===== config.mk =====
export PLATFORM = sky130hd
export DESIGN_NAME = axis_uart_tx
export DESIGN_NICKNAME = d
export VERILOG_FILES = /design/src/rtl/axis_uart_tx.sv
export SDC_FILE = /design/constraint.sdc
export NUM_CORES = 1
export LEC_CHECK = 0
export CAP_MARGIN = 20
export CORE_MARGIN = 1.5
export CORE_UTILIZATION = 62
export CTS_CLUSTER_DIAMETER = 200
export CTS_CLUSTER_SIZE = 20
export DETAILED_ROUTE_END_ITERATION = 8
export GPL_TIMING_DRIVEN = 0
export PLACE_DENSITY = 0.79
export SKIP_LAST_GASP = 1
export SLEW_MARGIN = 20
export SYNTH_ARGS = -nofsm -noshare
export SYNTH_HDL_FRONTEND = slang
export SYNTH_SLANG_ARGS = --single-unit

===== constraint.sdc =====
create_clock -name i_clk -period 4.2 [get_ports i_clk]
set_input_delay 0.63 -clock i_clk [delete_from_list [all_inputs] [get_ports i_clk]]
set_output_delay 0.63 -clock i_clk [all_outputs]
set_load 0.05 [all_outputs]

===== src/rtl/axis_uart_tx.sv =====
// Buffered AXI-Stream to UART (8N1) transmitter: a small FIFO feeds a serializer
// that can append a 0x0A frame after every byte stored with tlast set.
module axis_uart_tx #(
  parameter int unsigned CLK_FREQ_HZ = 16_000_000,
  parameter int unsigned BAUD_RATE   = 57600,
  parameter int unsigned FIFO_DEPTH  = 16,
  parameter int unsigned APPEND_NL   = 1
) (
  input  logic       i_clk,
  input  logic       i_rst_n,
  input  logic [7:0] i_tdata,
  input  logic       i_tlast,
  input  logic       i_tvalid,
  output logic       o_tready,
  output logic       o_uart_tx,
  output logic       o_busy
);

  localparam int unsigned DIV    = CLK_FREQ_HZ / BAUD_RATE;
  localparam int unsigned BAUD_W = (DIV > 1) ? $clog2(DIV) : 1;
  localparam int unsigned PTR_W  = (FIFO_DEPTH > 1) ? $clog2(FIFO_DEPTH) : 1;
  localparam int unsigned CNT_W  = PTR_W + 1;
  localparam logic [7:0]  NL     = 8'h0A;

  typedef enum logic [1:0] {IDLE, START, DATA, STOP} state_t;

  logic [8:0]        mem [FIFO_DEPTH];
  logic [PTR_W-1:0]  wr_ptr;
  logic [PTR_W-1:0]  rd_ptr;
  logic [CNT_W-1:0]  count;
  logic              full;
  logic              empty;
  logic              push;
  logic              pop;
  logic [8:0]        head;

  state_t            state;
  state_t            state_d;
  logic [BAUD_W-1:0] baud_cnt;
  logic [BAUD_W-1:0] baud_cnt_d;
  logic [2:0]        bit_idx;
  logic [2:0]        bit_idx_d;
  logic [7:0]        shreg;
  logic [7:0]        shreg_d;
  logic              nl_pend;
  logic              nl_pend_d;
  logic              tx_d;
  logic              busy_d;
  logic              bit_end;
  logic              load;

  assign full     = (count == CNT_W'(FIFO_DEPTH));
  assign empty    = (count == '0);
  assign o_tready = i_rst_n && !full;
  assign push     = i_tvalid && o_tready;
  assign head     = mem[rd_ptr];

  // FIFO pointers and occupancy
  always_ff @(posedge i_clk or negedge i_rst_n) begin
    if (!i_rst_n) begin
      wr_ptr <= '0;
      rd_ptr <= '0;
      count  <= '0;
    end else begin
      if (push) wr_ptr <= wr_ptr + PTR_W'(1);
      if (pop)  rd_ptr <= rd_ptr + PTR_W'(1);
      if (push && !pop)      count <= count + CNT_W'(1);
      else if (!push && pop) count <= count - CNT_W'(1);
    end
  end

  // FIFO storage: {tlast, tdata}
  always_ff @(posedge i_clk) begin
    if (push) mem[wr_ptr] <= {i_tlast, i_tdata};
  end

  // Serializer state register; line and busy are registered outputs
  always_ff @(posedge i_clk or negedge i_rst_n) begin
    if (!i_rst_n) begin
      state     <= IDLE;
      baud_cnt  <= '0;
      bit_idx   <= '0;
      shreg     <= '0;
      nl_pend   <= 1'b0;
      o_uart_tx <= 1'b1;
      o_busy    <= 1'b0;
    end else begin
      state     <= state_d;
      baud_cnt  <= baud_cnt_d;
      bit_idx   <= bit_idx_d;
      shreg     <= shreg_d;
      nl_pend   <= nl_pend_d;
      o_uart_tx <= tx_d;
      o_busy    <= busy_d;
    end
  end

  // Next-state logic; IDLE and the last STOP cycle share the frame selection
  always_comb begin
    state_d    = state;
    baud_cnt_d = baud_cnt;
    bit_idx_d  = bit_idx;
    shreg_d    = shreg;
    nl_pend_d  = nl_pend;
    tx_d       = o_uart_tx;
    pop        = 1'b0;
    load       = 1'b0;
    busy_d     = 1'b0;
    bit_end    = (baud_cnt == BAUD_W'(DIV - 1));

    case (state)
      IDLE: begin
        tx_d = 1'b1;
        load = 1'b1;
      end
      START: begin
        if (bit_end) begin
          baud_cnt_d = '0;
          bit_idx_d  = '0;
          tx_d       = shreg[0];
          state_d    = DATA;
        end else begin
          baud_cnt_d = baud_cnt + BAUD_W'(1);
        end
      end
      DATA: begin
        if (bit_end) begin
          baud_cnt_d = '0;
          if (bit_idx == 3'd7) begin
            tx_d    = 1'b1;
            state_d = STOP;
          end else begin
            bit_idx_d = bit_idx + 3'd1;
            shreg_d   = {1'b0, shreg[7:1]};
            tx_d      = shreg[1];
          end
        end else begin
          baud_cnt_d = baud_cnt + BAUD_W'(1);
        end
      end
      STOP: begin
        if (bit_end) begin
          baud_cnt_d = '0;
          tx_d       = 1'b1;
          state_d    = IDLE;
          load       = 1'b1;
        end else begin
          baud_cnt_d = baud_cnt + BAUD_W'(1);
        end
      end
      default: begin
        state_d = IDLE;
        tx_d    = 1'b1;
      end
    endcase

    // A pending newline has priority over the next queued byte
    if (load) begin
      if (nl_pend) begin
        shreg_d    = NL;
        nl_pend_d  = 1'b0;
        state_d    = START;
        tx_d       = 1'b0;
        baud_cnt_d = '0;
      end else if (!empty) begin
        pop        = 1'b1;
        shreg_d    = head[7:0];
        nl_pend_d  = (APPEND_NL != 0) && head[8];
        state_d    = START;
        tx_d       = 1'b0;
        baud_cnt_d = '0;
      end
    end

    busy_d = (state_d != IDLE);
  end

endmodule


==> flow_summary.toml <==
[clocking]
cts-root-buf = "clkbuf_16"
clk_pin_slew_ps = 60
clockBufferDepth = 2
cts_tree = "yes"
cts_sinks = 182
cts_inserted_buffers = 17
postCtsSetupBuffers = 0
insertion_delay_ps = 430
h-tree-depth = 4
ctsHoldBuffers = 0
post_cts_resized = 0

[critical_path]
reg2reg_from = "baud_cnt[1]$_DFF_PN0_"
cp_slowest_cell = "nor3_2"
crit_path_end_kind = "flop"
worst-path-buf-inv = 3
critPathRequiredTime_ps = 4510
worstPathArrival_ps = 3810
rr_worst_depth = 14
cpMostUsedCell = "ha_1"
cp_top_family = "simple AND/OR/NAND/NOR gates"
start_kind = "flop"
critPathCapture = "count[4]$_DFFE_PN0P_"
crit_path_start = "baud_cnt[1]$_DFF_PN0_"
crit_fanout = 10
cp.depth = 14
r2r-end = "count[4]$_DFFE_PN0P_"
slowest_delay_ps = 600
path_cells = "inv_1 > ha_1 > nor4b_4 > a31oi_1 > nor3_2 > inv_2 > ha_1 > inv_1 > ha_1 > a21o_1 > a21oi_1 > xnor2_1 > nor2_1 > xnor2_1"
path_class = "flop to flop"
r2r_slack_ps = 700

[final_layout]
final_common_cell = "edfxtp_1"
final_net_count = 480
diodes = 0
area_growth_pct = 12.13
multi_input_area_um2 = 2191
regArea_um2 = 5276
stdcell_count = 609
nFillCells = 700
layout-drive-gt1-share_pct = 19.70
layout_common_cells = "edfxtp_1, mux4_2, dfrtp_1"

[floorplan]
fp.coreArea_um2 = 11960
die_x_um = 113.7
die_area_um2 = 12920
io_pins = 15
start_util_pct = 63.47
dieHeight_um = 113.7
row_count = 40

[global_route]
grt_pass1_vias = 4061
met1_usage_pct = 32.65
antenna_found_initial = 0
grt_first_pass_wirelength_um = 23270
use_met3_pct = 7.758
globalRouteMet2Util_pct = 42.53
grt_use_total_pct = 26.08
top_usage_layer = "met2"
grt_max_degree = 21
overflow = 0

[sta]
tns_ps = 0
finalCriticalPeriod_ps = 3500
max_slew.worst_pin.slew_ps = 835.9
setup_ws_ps = 699.5
final_hold_viol_count = 0
setup_viol = 0
max_freq_mhz = 285.7
drv_slew = 0
slew_headroom_pct = 44.27
fin_crit_sh_pct = 83.34
rsz0062_at_grt = "false"
skew_ps = 9.522

[place]
dp_slack_ps = 716.1
post-dp-hpwl_um = 9127
io_buffers = 14
dp_cells = 578
gp_congestion = 0.8188

[route]
wl_per_cell_um = 24.56
drt-pass1-iter-count = 7
ant_nets = 0
wl_um = 14960
drcViolationCount = 0
via_per_inst = 6.394
drt-initial-drc-count = 439
vias = 3894

[synth]
synth_cells = 416
synth_area_per_cell_um2 = 18.25
synth_cell_types = 51
ys_seq_area_share_pct = 69.50
syn_nets = 446
synth_edf_count = 144
async_flop_share_pct = 20.88
synth_warnings = 0
synth_top_flop_cell = "edfxtp_1"
ys_ff_latch = 182
synth_area_um2 = 7592

[run]
maxCapViolCount = 0

[run_status]
status = "finished, final reports clean"

[pwr]
peakVddDrop_uv = 440.0
powerDensity_nw_per_um2 = 473.6
fin_total_pwr_w = 0.004032
total_leakage_power_nw = 2.962

[hold_path]
hold_path.class = "input pin to async pin"
==> synthesized netlist by cell type (all sizes together) (2+ instances only) <==
cell type | number | area share [%]
mux4 | 44 | 13
xnor2 | 14 | 1.6
o21ai | 12 | 0.79
nor2 | 17 | 0.84
a22oi | 2 | 0.20
mux2i | 11 | 1.5
nor3 | 5 | 0.40
nor3b | 3 | 0.30
nand4 | 2 | 0.16
ha | 17 | 2.8
mux2 | 2 | 0.35
nor2b | 2 | 0.16
nand2 | 15 | 0.84
clkbuf | 5 | 0.25
a21oi | 5 | 0.33
xor2 | 5 | 0.58
buf | 11 | 0.76
a21o | 2 | 0.20
edfxtp | 144 | 57
and3 | 2 | 0.16
dfrtp | 37 | 12
and2 | 17 | 1.4
inv | 12 | 0.59
o2bb2ai | 6 | 0.69
nand3 | 4 | 0.26
o31ai | 2 | 0.20
==> metrics by stage <==
| stage | area [um2] | hold slack [ps] | utilization, % |
|---|---|---|---|
| after global routing | 8513 | 187.7 | 71.17 |
| after global placement | 7916 | 491.6 | 66.18 |
| after CTS | 8513 | 164.3 | 71.17 |
| after detailed placement | 7939 | 522.5 | 66.37 |
| after floorplan | 7592 | 334.4 | - |
| final | 8513 | 168.1 | 71.17 |
==> routing by layer <==
layer  part of all wire (%)  vias up
li1                       -     1694
met5                      0        -
met2                     51      158
met1                     39     2008
met4                    3.5        0
met3                    6.7       34
==> worst min path at each step <==
stage                                 from                endpoint  slack (ps)  cells after the start
global placement    bit_idx[2]$_DFFE_PN0P_  bit_idx[2]$_DFFE_PN0P_         490                      2
detailed placement  bit_idx[1]$_DFFE_PN0P_  bit_idx[1]$_DFFE_PN0P_         520                      2
CTS                                i_rst_n  bit_idx[1]$_DFFE_PN0P_         160                      1
floorplan                          i_rst_n   baud_cnt[0]$_DFF_PN0_         330                      0
finish                             i_rst_n      shreg[2]$_DFF_PN0_         170                      1
global route                       i_rst_n      shreg[2]$_DFF_PN0_         190                      1
==> power by group <==
part / leakage [nW] / switching (W) / internal, W
clock network: 0.277 / 0.000668 / 0.000882
registers: 1.76 / 0.0000694 / 0.00207
logic: 0.924 / 0.000197 / 0.000149
total: 2.96 / 0.000934 / 0.00310
==> sequential cells by signal, summed over array words and instances (netlist names) <==
register and cells:
nl_pend 1, o_uart_tx 1, shreg 8, state 2, o_busy 1, baud_cnt 9, mem 144, count 5
bit_idx 3, wr_ptr 4, rd_ptr 4
==> final cells by class <==
| type | instances | share of cell area, % |
|---|---|---|
| clock inverter | 13 | 1.705 |
| timing repair buffer | 15 | 1.911 |
| buffer | 16 | 0.8965 |
| clock buffer | 18 | 5.041 |
| tap | 147 | 2.160 |
| sequential | 182 | 61.98 |
| multi-input combinational | 205 | 25.73 |
| inverter | 13 | 0.5732 |
==> logic make-up after synthesis <==
family	Yosys count	synth area share, %
flops	182	69.50
compound gates	36	3.148
simple gates	75	5.603
fa+ha+maj	18	3.065
mux	57	14.85
buf+inv	29	1.648
xor+xnor	19	2.192
==> worst register-to-register path, cell delays in order, from the launching register on <==
cell and delay [ps]:
dfrtp_1 410, inv_1 100, ha_1 160, nor4b_4 330, a31oi_1 240, nor3_2 600
inv_2 180, ha_1 260, inv_1 150, ha_1 290, a21o_1 190, a21oi_1 170
xnor2_1 130, nor2_1 60, xnor2_1 130
Note: power is estimated with default switching activity, not from simulation.
